File: config.mk
export PLATFORM = sky130hd
export DESIGN_NAME = rv32i_decode_stage
export DESIGN_NICKNAME = d
export VERILOG_FILES = /design/src/rtl/rv32_decode_pkg.sv /design/src/rtl/rv32i_decode_comb.sv /design/src/rtl/rv32i_decode_stage.sv
export SDC_FILE = /design/constraint.sdc
export NUM_CORES = 1
export LEC_CHECK = 0
export BUFFER_PORTS_ARGS = -buffer_cell sky130_fd_sc_hd__buf_2
export CORE_MARGIN = 3
export CORE_UTILIZATION = 40
export DETAILED_ROUTE_END_ITERATION = 8
export HOLD_SLACK_MARGIN = 0.02
export SLEW_MARGIN = 20
export SYNTH_ARGS = -nofsm -noshare
export SYNTH_HDL_FRONTEND = slang
export SYNTH_SLANG_ARGS = --single-unit
File: constraint.sdc
create_clock -name clock -period 23.3 [get_ports clock]
set_input_delay 2.33 -clock clock [delete_from_list [all_inputs] [get_ports clock]]
set_output_delay 2.33 -clock clock [all_outputs]
set_load 0.005 [all_outputs]
File: src/rtl/rv32_decode_pkg.sv
// Shared decode definitions: opcodes, class codes, mnemonic text, immediate formats
// and the decoded record that travels through the stage registers.
package rv32_decode_pkg;

  localparam logic [6:0] OPC_LUI    = 7'b0110111;
  localparam logic [6:0] OPC_AUIPC  = 7'b0010111;
  localparam logic [6:0] OPC_JAL    = 7'b1101111;
  localparam logic [6:0] OPC_JALR   = 7'b1100111;
  localparam logic [6:0] OPC_BRANCH = 7'b1100011;
  localparam logic [6:0] OPC_LOAD   = 7'b0000011;
  localparam logic [6:0] OPC_STORE  = 7'b0100011;
  localparam logic [6:0] OPC_OPIMM  = 7'b0010011;
  localparam logic [6:0] OPC_OP     = 7'b0110011;
  localparam logic [6:0] OPC_MISC   = 7'b0001111;
  localparam logic [6:0] OPC_SYSTEM = 7'b1110011;

  localparam logic [6:0] F7_BASE   = 7'h00;
  localparam logic [6:0] F7_ALT    = 7'h20;
  localparam logic [6:0] F7_MULDIV = 7'h01;

  localparam logic [2:0] CLS_R   = 3'd0;
  localparam logic [2:0] CLS_I   = 3'd1;
  localparam logic [2:0] CLS_S   = 3'd2;
  localparam logic [2:0] CLS_B   = 3'd3;
  localparam logic [2:0] CLS_U   = 3'd4;
  localparam logic [2:0] CLS_J   = 3'd5;
  localparam logic [2:0] CLS_SYS = 3'd6;
  localparam logic [2:0] CLS_ILL = 3'd7;

  typedef logic [47:0] mnem_t;

  localparam mnem_t MN_BLANK  = "      ";
  localparam mnem_t MN_ILL    = "ILL   ";
  localparam mnem_t MN_NOP    = "NOP   ";
  localparam mnem_t MN_LUI    = "LUI   ";
  localparam mnem_t MN_AUIPC  = "AUIPC ";
  localparam mnem_t MN_JAL    = "JAL   ";
  localparam mnem_t MN_JALR   = "JALR  ";
  localparam mnem_t MN_SUB    = "SUB   ";
  localparam mnem_t MN_SRA    = "SRA   ";
  localparam mnem_t MN_SRAI   = "SRAI  ";
  localparam mnem_t MN_FENCE  = "FENCE ";
  localparam mnem_t MN_ECALL  = "ECALL ";
  localparam mnem_t MN_EBREAK = "EBREAK";

  // Tables indexed by funct3; element [7] is listed first.
  localparam mnem_t [7:0] MN_BRANCH = {"BGEU  ", "BLTU  ", "BGE   ", "BLT   ",
                                       "ILL   ", "ILL   ", "BNE   ", "BEQ   "};
  localparam mnem_t [7:0] MN_LOAD   = {"ILL   ", "ILL   ", "LHU   ", "LBU   ",
                                       "ILL   ", "LW    ", "LH    ", "LB    "};
  localparam mnem_t [7:0] MN_STORE  = {"ILL   ", "ILL   ", "ILL   ", "ILL   ",
                                       "ILL   ", "SW    ", "SH    ", "SB    "};
  localparam mnem_t [7:0] MN_OPIMM  = {"ANDI  ", "ORI   ", "SRLI  ", "XORI  ",
                                       "SLTIU ", "SLTI  ", "SLLI  ", "ADDI  "};
  localparam mnem_t [7:0] MN_OP     = {"AND   ", "OR    ", "SRL   ", "XOR   ",
                                       "SLTU  ", "SLT   ", "SLL   ", "ADD   "};
  localparam mnem_t [7:0] MN_MULDIV = {"REMU  ", "REM   ", "DIVU  ", "DIV   ",
                                       "MULHU ", "MULHSU", "MULH  ", "MUL   "};

  typedef enum logic [2:0] {
    IMM_NONE, IMM_I, IMM_S, IMM_B, IMM_U, IMM_J, IMM_SHAMT
  } imm_fmt_e;

  typedef struct packed {
    logic [31:0] pc;
    mnem_t       mnem;
    logic [2:0]  cls;
    logic [4:0]  rd;
    logic [4:0]  rs1;
    logic [4:0]  rs2;
    logic [2:0]  funct3;
    logic [31:0] imm;
    logic        illegal;
  } dec_rec_t;

  localparam dec_rec_t REC_RESET = '{pc: 32'd0, mnem: MN_BLANK, cls: CLS_R, rd: 5'd0,
                                     rs1: 5'd0, rs2: 5'd0, funct3: 3'd0, imm: 32'd0,
                                     illegal: 1'b0};

  function automatic logic [31:0] build_imm(input imm_fmt_e fmt, input logic [31:0] w);
    case (fmt)
      IMM_I:     return {{20{w[31]}}, w[31:20]};
      IMM_S:     return {{20{w[31]}}, w[31:25], w[11:7]};
      IMM_B:     return {{19{w[31]}}, w[31], w[7], w[30:25], w[11:8], 1'b0};
      IMM_U:     return {w[31:12], 12'd0};
      IMM_J:     return {{11{w[31]}}, w[31], w[19:12], w[20], w[30:21], 1'b0};
      IMM_SHAMT: return {27'd0, w[24:20]};
      default:   return 32'd0;
    endcase
  endfunction

endpackage

File: src/rtl/rv32i_decode_comb.sv
// Purely combinational RV32I(+M) word decoder producing one decoded record.
module rv32i_decode_comb
  import rv32_decode_pkg::*;
#(
  parameter int EN_RV32M = 0
) (
  input  logic [31:0] instr,
  input  logic [31:0] pc,
  output dec_rec_t    rec
);

  logic [6:0] opcode;
  logic [2:0] f3;
  logic [6:0] f7;
  logic       ill;
  mnem_t      mnem;
  logic [2:0] cls;
  imm_fmt_e   fmt;
  logic       use_rd, use_rs1, use_rs2;

  assign opcode = instr[6:0];
  assign f3     = instr[14:12];
  assign f7     = instr[31:25];

  always_comb begin
    ill     = 1'b0;
    mnem    = MN_ILL;
    cls     = CLS_ILL;
    fmt     = IMM_NONE;
    use_rd  = 1'b0;
    use_rs1 = 1'b0;
    use_rs2 = 1'b0;
    case (opcode)
      OPC_LUI:   begin mnem = MN_LUI;   cls = CLS_U; fmt = IMM_U; use_rd = 1'b1; end
      OPC_AUIPC: begin mnem = MN_AUIPC; cls = CLS_U; fmt = IMM_U; use_rd = 1'b1; end
      OPC_JAL:   begin mnem = MN_JAL;   cls = CLS_J; fmt = IMM_J; use_rd = 1'b1; end
      OPC_JALR: begin
        mnem = MN_JALR; cls = CLS_I; fmt = IMM_I; use_rd = 1'b1; use_rs1 = 1'b1;
        ill  = (f3 != 3'd0);
      end
      OPC_BRANCH: begin
        mnem = MN_BRANCH[f3]; cls = CLS_B; fmt = IMM_B; use_rs1 = 1'b1; use_rs2 = 1'b1;
        ill  = (f3 == 3'd2) || (f3 == 3'd3);
      end
      OPC_LOAD: begin
        mnem = MN_LOAD[f3]; cls = CLS_I; fmt = IMM_I; use_rd = 1'b1; use_rs1 = 1'b1;
        ill  = (f3 == 3'd3) || (f3 == 3'd6) || (f3 == 3'd7);
      end
      OPC_STORE: begin
        mnem = MN_STORE[f3]; cls = CLS_S; fmt = IMM_S; use_rs1 = 1'b1; use_rs2 = 1'b1;
        ill  = (f3 > 3'd2);
      end
      OPC_OPIMM: begin
        mnem = MN_OPIMM[f3]; cls = CLS_I; fmt = IMM_I; use_rd = 1'b1; use_rs1 = 1'b1;
        if (f3 == 3'd1) begin
          fmt = IMM_SHAMT;
          ill = (f7 != F7_BASE);
        end else if (f3 == 3'd5) begin
          fmt = IMM_SHAMT;
          if (f7 == F7_ALT) mnem = MN_SRAI;
          else              ill  = (f7 != F7_BASE);
        end
        if (instr == 32'h0000_0013) mnem = MN_NOP;
      end
      OPC_OP: begin
        cls = CLS_R; use_rd = 1'b1; use_rs1 = 1'b1; use_rs2 = 1'b1;
        if (f7 == F7_BASE)                        mnem = MN_OP[f3];
        else if (f7 == F7_ALT && f3 == 3'd0)      mnem = MN_SUB;
        else if (f7 == F7_ALT && f3 == 3'd5)      mnem = MN_SRA;
        else if (f7 == F7_MULDIV && EN_RV32M != 0) mnem = MN_MULDIV[f3];
        else                                      ill  = 1'b1;
      end
      OPC_MISC: begin
        mnem = MN_FENCE; cls = CLS_SYS; fmt = IMM_I; use_rd = 1'b1; use_rs1 = 1'b1;
      end
      OPC_SYSTEM: begin
        cls = CLS_SYS; fmt = IMM_I; use_rd = 1'b1; use_rs1 = 1'b1;
        // Only the two fully-zero-field encodings are recognised; no CSR support.
        if (instr[31:7] == 25'd0)               mnem = MN_ECALL;
        else if (instr[31:7] == 25'h000_2000)   mnem = MN_EBREAK;
        else                                    ill  = 1'b1;
      end
      default: ill = 1'b1;
    endcase
    if (instr == 32'h0000_0000 || instr == 32'hFFFF_FFFF) ill = 1'b1;
    if (ill) begin
      mnem    = MN_ILL;
      cls     = CLS_ILL;
      fmt     = IMM_NONE;
      use_rd  = 1'b0;
      use_rs1 = 1'b0;
      use_rs2 = 1'b0;
    end
  end

  assign rec.pc      = pc;
  assign rec.mnem    = mnem;
  assign rec.cls     = cls;
  assign rec.rd      = use_rd  ? instr[11:7]  : 5'd0;
  assign rec.rs1     = use_rs1 ? instr[19:15] : 5'd0;
  assign rec.rs2     = use_rs2 ? instr[24:20] : 5'd0;
  assign rec.funct3  = f3;
  assign rec.imm     = build_imm(fmt, instr);
  assign rec.illegal = ill;

endmodule

File: src/rtl/rv32i_decode_stage.sv
// Handshaked decode stage: input decoder, main register plus one-entry skid,
// branch-redirect flush and saturating consume/illegal statistics.
module rv32i_decode_stage
  import rv32_decode_pkg::*;
#(
  parameter int CHAR_W   = 6,
  parameter int EN_RV32M = 0,
  parameter int CNT_W    = 16
) (
  input  logic                  clock,
  input  logic                  reset,
  input  logic                  in_valid,
  output logic                  in_ready,
  input  logic [31:0]           in_instr,
  input  logic [31:0]           in_pc,
  input  logic                  flush,
  output logic                  out_valid,
  input  logic                  out_ready,
  output logic [31:0]           out_pc,
  output logic [8*CHAR_W-1:0]   out_mnem,
  output logic [2:0]            out_class,
  output logic [4:0]            out_rd,
  output logic [4:0]            out_rs1,
  output logic [4:0]            out_rs2,
  output logic [2:0]            out_funct3,
  output logic [31:0]           out_imm,
  output logic                  out_illegal,
  output logic [CNT_W-1:0]      decode_count,
  output logic [CNT_W-1:0]      illegal_count
);

  localparam logic [CNT_W-1:0] CNT_ONE = {{(CNT_W-1){1'b0}}, 1'b1};

  dec_rec_t dec_rec, main_rec, skid_rec;
  logic     main_valid, skid_valid;
  logic     accept, consume;

  rv32i_decode_comb #(.EN_RV32M(EN_RV32M)) u_decode (
    .instr (in_instr),
    .pc    (in_pc),
    .rec   (dec_rec)
  );

  // in_ready comes straight from the skid flag, so it is a registered signal.
  assign in_ready = ~skid_valid;
  assign accept   = in_valid && in_ready;
  assign consume  = main_valid && out_ready;

  always_ff @(posedge clock or posedge reset) begin
    if (reset) begin
      main_valid <= 1'b0;
      skid_valid <= 1'b0;
      main_rec   <= REC_RESET;
      skid_rec   <= REC_RESET;
    end else if (flush) begin
      main_valid <= 1'b0;
      skid_valid <= 1'b0;
    end else if (skid_valid) begin
      if (consume) begin
        main_rec   <= skid_rec;
        skid_valid <= 1'b0;
      end
    end else if (accept) begin
      if (!main_valid || consume) begin
        main_rec   <= dec_rec;
        main_valid <= 1'b1;
      end else begin
        skid_rec   <= dec_rec;
        skid_valid <= 1'b1;
      end
    end else if (consume) begin
      main_valid <= 1'b0;
    end
  end

  // Statistics follow consumption only; flush never touches them.
  always_ff @(posedge clock or posedge reset) begin
    if (reset) begin
      decode_count  <= '0;
      illegal_count <= '0;
    end else if (consume) begin
      if (decode_count != '1) decode_count <= decode_count + CNT_ONE;
      if (main_rec.illegal && illegal_count != '1) illegal_count <= illegal_count + CNT_ONE;
    end
  end

  assign out_valid   = main_valid;
  assign out_pc      = main_rec.pc;
  assign out_class   = main_rec.cls;
  assign out_rd      = main_rec.rd;
  assign out_rs1     = main_rec.rs1;
  assign out_rs2     = main_rec.rs2;
  assign out_funct3  = main_rec.funct3;
  assign out_imm     = main_rec.imm;
  assign out_illegal = main_rec.illegal;

  generate
    if (CHAR_W > 6) begin : g_pad
      assign out_mnem = {main_rec.mnem, {(CHAR_W-6){8'h20}}};
    end else begin : g_nopad
      assign out_mnem = main_rec.mnem;
    end
  endgenerate

endmodule

==> summary.txt, run 1 <==
Placed design
  – Placer congestion estimate: 0.936
  – Placed cell areas: 0.0147 mm²
  – Post-Place Setup Slack: 17,320 ps
  – Input/output buffers: 228
  – Post-placement cell count: 2,011
  – Detail Placement HPWL: 30,000 µm

Timing
  – Worst-Margin Slew: 1040 ps
  – Final hold vios: 0
  – Hold Slack: about 440 ps
  – Clock skew: 15.4 ps
  – Worst setup margin: around 18,000 ps
  – RSZ-0062 raised after global routing: no
  – Slew Viols, Final: 0
  – Final worst-path cycle share: 0.236
  – Fmax: 0.182 GHz
  – Relative slew slack: 0.299
  – Final setup vio count: 0
  – TNS Setup: 0 ps
  – Min Tclk post-route: 5500 ps

Drt
  – DRT antenna net count: 0
  – Via count: ~12,000
  – Remaining DRCs: 0
  – DR pass1 iterations: 6
  – Routed len/inst: 21.0 µm
  – DR iter-0 viols: just over 1,000
  – Detailed Route WL: approximately 43,000 µm
  – Via density: 5.62

Clock tree
  – CTS tree: built
  – CTS hold repair buffers: 0
  – Reg clk slew, reported paths: ~60 ps
  – Clock Root Buffer: clkbuf_16
  – Worst-Skew Late Latency: 580 ps
  – Post-CTS setup buffer count: 0
  – H-tree depth: 1
  – Clk sink count: 276
  – Num CTS Buffers: 31
  – CTS max path bufs: 3
  – PostCTS Resize Cnt: 0

Floorplanning
  – Chip height: 188 µm
  – Site Rows: 66
  – Die X: 188 µm
  – I/O Pins: 237
  – Die ar.: around 0.035 mm²
  – Total core area: ~0.033 mm²
  – Starting Density: 0.408

GRT
  – Global route hottest layer: met2
  – Global-route wire length before repair: 67,500 µm
  – Initial antenna violation count: 0
  – Grt met1 use: 0.344
  – Total global-route track usage: 0.239
  – GR Util met2: 0.380
  – Total congestion overflow: 0
  – Pin count of the biggest net entering global routing: 141
  – Vias in the first global route: 11,263
  – Grt met3 use: 0.0355

Pwr
  – Leak: between 7 and 8 nW
  – Pwr Total: 1.26 mW
  – PwrDens: ~80 mW/mm²
  – Peak VDD IR: 0.0000543 V

Synthesis
  – Largest cells by area after synthesis: dfrtp_1 50%, nand2_1 7.9%, o21ai_0 5.4%, a21oi_1 3.3%, mux2i_1 2.9%
  – Avg Inst Size Synth: a little over 9 µm²
  – Post-synth top area cell: dfrtp_1
  – Synthesis-stage register bit count: approximately 280
  – Sequential area share after synthesis: 0.520
  – Syn Std Cell Area: 0.0133 mm²
  – Number of flops mapped to enable cells by yosys: 0
  – Synth top area share: 0.500
  – Top-count cell post-synth: nand2_1
  – Synth top cells by count: 279 x nand2_1, 266 x dfrtp_1, 143 x o21ai_0
  – Async SR Flop Fraction: 1.00
  – Netlist cell types: 73
  – Cells after Synth: 1,432
  – Post-synth top flop: dfrtp_1
  – Syn. warnings: 0

Layout
  – Antenna diodes: 0
  – Post-Layout Inst Area: 0.0158 mm²
  – Final #Nets: 1,679
  – # fillers: between 3,000 and 4,000
  – Layout cells sized above 1: 0.207
  – Area Growth Syn to Fin: 18.5%
  – Finished Core Util: 0.483
  – Non-Filler Instances: 2,069

Critical path
  – Reg-to-Reg End: out_imm[5]
  – Worst setup startpoint: in_instr[3]
  – Total stage count of the critical path: 9
  – Cells along the critical path: buf_2 > nand4bb_1 > nor3_2 > nand2_1 > o221ai_1 > or3_1 > buf_4 > nor3_2 > a221o_1
  – Critical path type: input pin to flip-flop
  – Worst Reg-to-Reg Cells: 6
  – Worst reg2reg setup slack: about 20,000 ps
  – Crit Reg-Reg Startpoint: skid_valid
  – Worst path bufs/invs: 2
  – Crit-path max FO: 21
  – CP max stage delay: 850 ps
  – Crit end category: flip-flop
  – CP delay by family, top: simple AND/OR/NAND/NOR gates
  – Worst EP required: 23,760 ps
  – Slowest cell on the critical path: or3_1
  – Worst setup path end: out_imm[5]
  – CP dominant cell by count: nor3_2
  – Arr. time, crit path: 5960 ps
  – Startpoint Class: input pin

Status
  – Status: finished clean

Hold path
  – Min-delay worst type: flip-flop to flip-flop

Run
  – Max Cap Viol: 0
cells by family after synthesis:
family / Yosys count / share of synthesized area
AOI/OAI and AO/OA: 369 / 0.169
xor gates and xnor gates: 31 / 0.0204
adders and majority gates: 8 / 0.00752
buffers and inverters: 129 / 0.0425
DFF: 276 / 0.520
muxes: 45 / 0.0345
other: 1 / 0.000282
and+or+nand+nor: 573 / 0.205
cell type report:
class                   instances  area [µm²]  share of cell area
clock inverters                10         119             0.00754
repair buffers                245        1270              0.0805
multi-input cells            1034        5890               0.374
clock buffers                  48         950              0.0602
flip-flops and latches        276        6920               0.439
inverters                      14        60.1             0.00381
well taps                     442         553              0.0351
worst reg2reg max path, cell delays in order (launching register included):
cell,delay (ps)
dfrtp_4,900
nand2_1,250
a211oi_4,240
buf_4,700
nand2_1,830
nor3_2,580
a221o_1,220
worst min-delay path by stage:
| stage | startpoint | cells past startpoint | slack [ps] | to |
|---|---|---|---|---|
| floorplan | skid_rec[92] | 2 | 410 | skid_rec[92] |
| global placement | skid_rec[92] | 2 | 430 | skid_rec[92] |
| detailed placement | skid_rec[92] | 2 | 430 | skid_rec[92] |
| CTS | skid_rec[92] | 2 | 440 | skid_rec[92] |
| global route | skid_rec[92] | 2 | 450 | skid_rec[92] |
| finish | skid_rec[92] | 2 | 440 | skid_rec[92] |
registers in the layout, indices dropped and copies added (netlist names), 16 cells and up:
name / flops
skid_rec: 121
out_mnem: 35
out_imm: 32
out_pc: 32
decode_count: 16
illegal_count: 16
per-layer routing:
layer  part of all wire  wire [µm]
met1               0.46      19800
met2               0.45      19800
met3              0.062       2710
met4              0.027       1190
met5                  0          0
where the power goes:
group          switching (mW)  total (mW)  internal, mW
logic                   0.103       0.172        0.0698
registers              0.0416       0.587         0.545
clock network           0.202       0.504         0.302
layout by cell type (no fill, tap or decap), drive strengths merged, types with 5 or more instances in the layout:
cell | Yosys | layout
a32o | 7 | 7
clkbuf | 78 | 48
nor2 | 63 | 63
a21oi | 90 | 90
or3 | 32 | 32
dfstp | 10 | 10
buf | 37 | 245
ha | 8 | 8
nand2b | 6 | 6
nor3 | 28 | 28
and3 | 54 | 54
and2 | 9 | 9
a22o | 12 | 12
mux2 | 7 | 7
mux2i | 38 | 38
nor4 | 15 | 15
clkinv | 0 | 7
conb | 1 | 8
a221o | 11 | 11
nand3 | 47 | 47
nand4 | 21 | 21
xnor2 | 19 | 19
dfrtp | 266 | 266
a21o | 6 | 6
o21a | 5 | 5
a31oi | 28 | 28
nor2b | 7 | 7
xor2 | 12 | 12
o31ai | 13 | 13
inv | 14 | 15
o21ai | 149 | 149
nand2 | 279 | 279
a211oi | 6 | 6
Note: power is estimated with default switching activity, not from simulation.
==> run 2, diff against run 1 <==
- clock period: 23.3 -> 5.5 ns (I/O delays scaled with it)
==> run 2 against run 1 <==
  * Non-clock buffer count stayed put
  * Routed wire length increased by 0.94%
  * Critical path depth fell by 1
  * Clock power grew to 3.9 times the previous value
  * Global-route usage increased by 0.31 points
  * Combinational power increased to 4.3 times the previous value
  * Worst hold slack worse by 280 ps
  * Clock skew increased by 4.9 ps
  * Flip-flop and latch count stayed put
  * Via count shrank 0.57%
  * Final cell count decreased by 0.14%
  * Register-to-register slack got worse by 18000 ps
  * Critical path type is now flip-flop to flip-flop
  * Largest cell class unchanged
  * Largest power group unchanged
  * Highest routed layer unchanged
==> summary.txt, run 2 (synthesized netlist as in run 1, its figures left out) <==
Status
  – Status: finished clean

Pwr
  – Peak VDD IR: 0.000238 V (+340%)
  – Leak: 7.42 nW (-0.86%)
  – PwrDens: 330 mW/mm² (+310%)

Critical path
  – Slowest cell on the critical path: dfrtp_4
  – Worst EP required: 5950 ps (-17,810 ps)
  – Arr. time, crit path: 4240 ps (-1720 ps)
  – Crit-path max FO: 92 (+340%)
  – CP delay by family, top: compound AO/OA/AOI/OAI gates
  – Crit end category: flip-flop
  – Worst setup startpoint: skid_valid
  – Crit Reg-Reg Startpoint: skid_valid
  – Cells along the critical path: inv_1 > buf_4 > nand2_1 > a211o_4 > nor2_1 > buf_4 > nand2_1 > o21ai_0
  – CP max stage delay: 730 ps (-120 ps)
  – Worst path bufs/invs: 3 (+1)
  – Critical path type: flip-flop to flip-flop
  – Startpoint Class: flip-flop

Clock tree
  – Worst-Skew Late Latency: 560 ps (-20 ps)
  – Post-CTS setup buffer count: 0 (unchanged)
  – Reg clk slew, reported paths: 60 ps (about the same)
  – CTS hold repair buffers: 0 (unchanged)
  – H-tree depth: 1 (unchanged)
  – Clock Root Buffer: clkbuf_16
  – Clk sink count: 276 (unchanged)
  – Num CTS Buffers: 30 (-3.2%)
  – CTS tree: built
  – CTS max path bufs: 3 (unchanged)
  – PostCTS Resize Cnt: 0 (unchanged)

Drt
  – DRT antenna net count: 0 (unchanged)
  – Via density: 5.60 (-0.42%)
  – DR pass1 iterations: 5 (-1)
  – Remaining DRCs: 0 (unchanged)
  – Routed len/inst: 21.2 µm (+1.1%)
  – DR iter-0 viols: 868 (-14%)
  – Via count: 11,564 (-0.57%)
  – Detailed Route WL: 43,900 µm (+0.94%)

Timing
  – Fmax: 0.264 GHz
  – Worst-Margin Slew: 982 ps (-61.2 ps)
  – Final hold vios: 0 (unchanged)
  – Final setup vio count: 0 (unchanged)
  – Worst setup margin: 1710 ps (-16,090 ps)
  – Slew Viols, Final: 0 (unchanged)
  – RSZ-0062 raised after global routing: no
  – TNS Setup: 0 ps (unchanged)
  – Final worst-path cycle share: 0.689
  – Relative slew slack: 0.339 (+0.0393)
  – Min Tclk post-route: about 3800 ps
  – Clock skew: 20.3 ps (+4.91 ps)

Layout
  – Top reg by flops: skid_rec
  – Register area: 0.00692 mm² (unchanged)
  – Max reg flops: 121 (unchanged)
  – Final #Nets: 1,678 (-0.060%)
  – Commonest non-fill, non-tap cell in the layout: nand2_1
  – Layout cells sized above 1: 0.203 (-0.00454)
  – Most frequent cells in the layout: 279 x nand2_1, 265 x dfrtp_1, 228 x buf_2, 143 x o21ai_0, 88 x a21oi_1
  – Area Growth Syn to Fin: 17.8%
  – Antenna diodes: 0 (unchanged)
  – Area of the multi-input gates: 0.00589 mm² (about the same)
  – # fillers: 3,159 (-0.35%)

Run
  – Max Cap Viol: 0 (unchanged)

GRT
  – Global-route wire length before repair: 68,100 µm (+0.82%)
  – Pin count of the biggest net entering global routing: 163 (+16%)
  – Vias in the first global route: 11,218 (-0.40%)
  – Total congestion overflow: 0 (unchanged)
  – Initial antenna violation count: 0 (unchanged)
  – Total global-route track usage: 0.242 (+0.00313)

Floorplanning
  – Site Rows: 66 (unchanged)
  – Total core area: 0.0326 mm² (unchanged)
  – Die ar.: 0.0355 mm² (unchanged)
  – Starting Density: 0.408 (unchanged)
  – I/O Pins: 237 (unchanged)
  – Die X: 188 µm (unchanged)
  – Chip height: 188 µm (unchanged)

Placed design
  – Post-Place Setup Slack: 1440 ps (-15,880 ps)
  – Detail Placement HPWL: 30,000 µm (about the same)
  – Input/output buffers: 228 (unchanged)
  – Placer congestion estimate: 0.944 (+0.76%)

Hold path
  – Min-delay worst type: input pin to asynchronous set/reset pin
==> run 2: path summary, 6_finish.rpt <==
check                                endpoint  slack, ps  cells past startpoint
worst max-delay path             out_mnem[22]       1710                      8
worst min-delay path                out_rd[1]        160                      2
worst max register to register   out_mnem[22]       1710                      8
worst min register to register   skid_rec[92]        440                      2
max in group asynchronous        skid_rec[19]       4010                      3
min in group clock              skid_rec[122]        200                      3
==> run 2: where the power goes <==
group / leakage (nW) / switching (mW) / internal [mW]
Combinational: 3.41 / 0.439 / 0.298
Clock: 0.471 / 0.811 / 1.14
Sequential: 3.53 / 0.173 / 2.31
==> run 2: metrics by stage <==
step | utilization | instance area (µm²) | hold slack (ps) | power (mW) | std cells
final | 0.480 | 15700 | 158 | 5.17 | 2066
after detailed placement | 0.451 | 14700 | 436 | 3.26 | 2011
after floorplan | - | 13300 | 414 | 2.91 | 1439
after global routing | 0.480 | 15700 | 196 | 5.44 | 2066
after global placement | 0.451 | 14700 | 425 | 3.25 | 2011
after CTS | 0.480 | 15700 | 178 | 5.23 | 2066
==> run 2: cell type report <==
cell class                      count  share of cell area
Sequential cell                   276               0.442
Multi-Input combinational cell   1034               0.376
Timing Repair Buffer              245              0.0826
Clock buffer                       44              0.0532
Tap cell                          442              0.0353
Clock inverter                     11             0.00743
Inverter                           14             0.00359
==> run 2: routing by layer <==
metal | wire length [µm] | GRT usage
met5 | 0 | 0
met4 | 1330 | 0.0745
met2 | 20000 | 0.376
met3 | 2540 | 0.0316
met1 | 20000 | 0.355
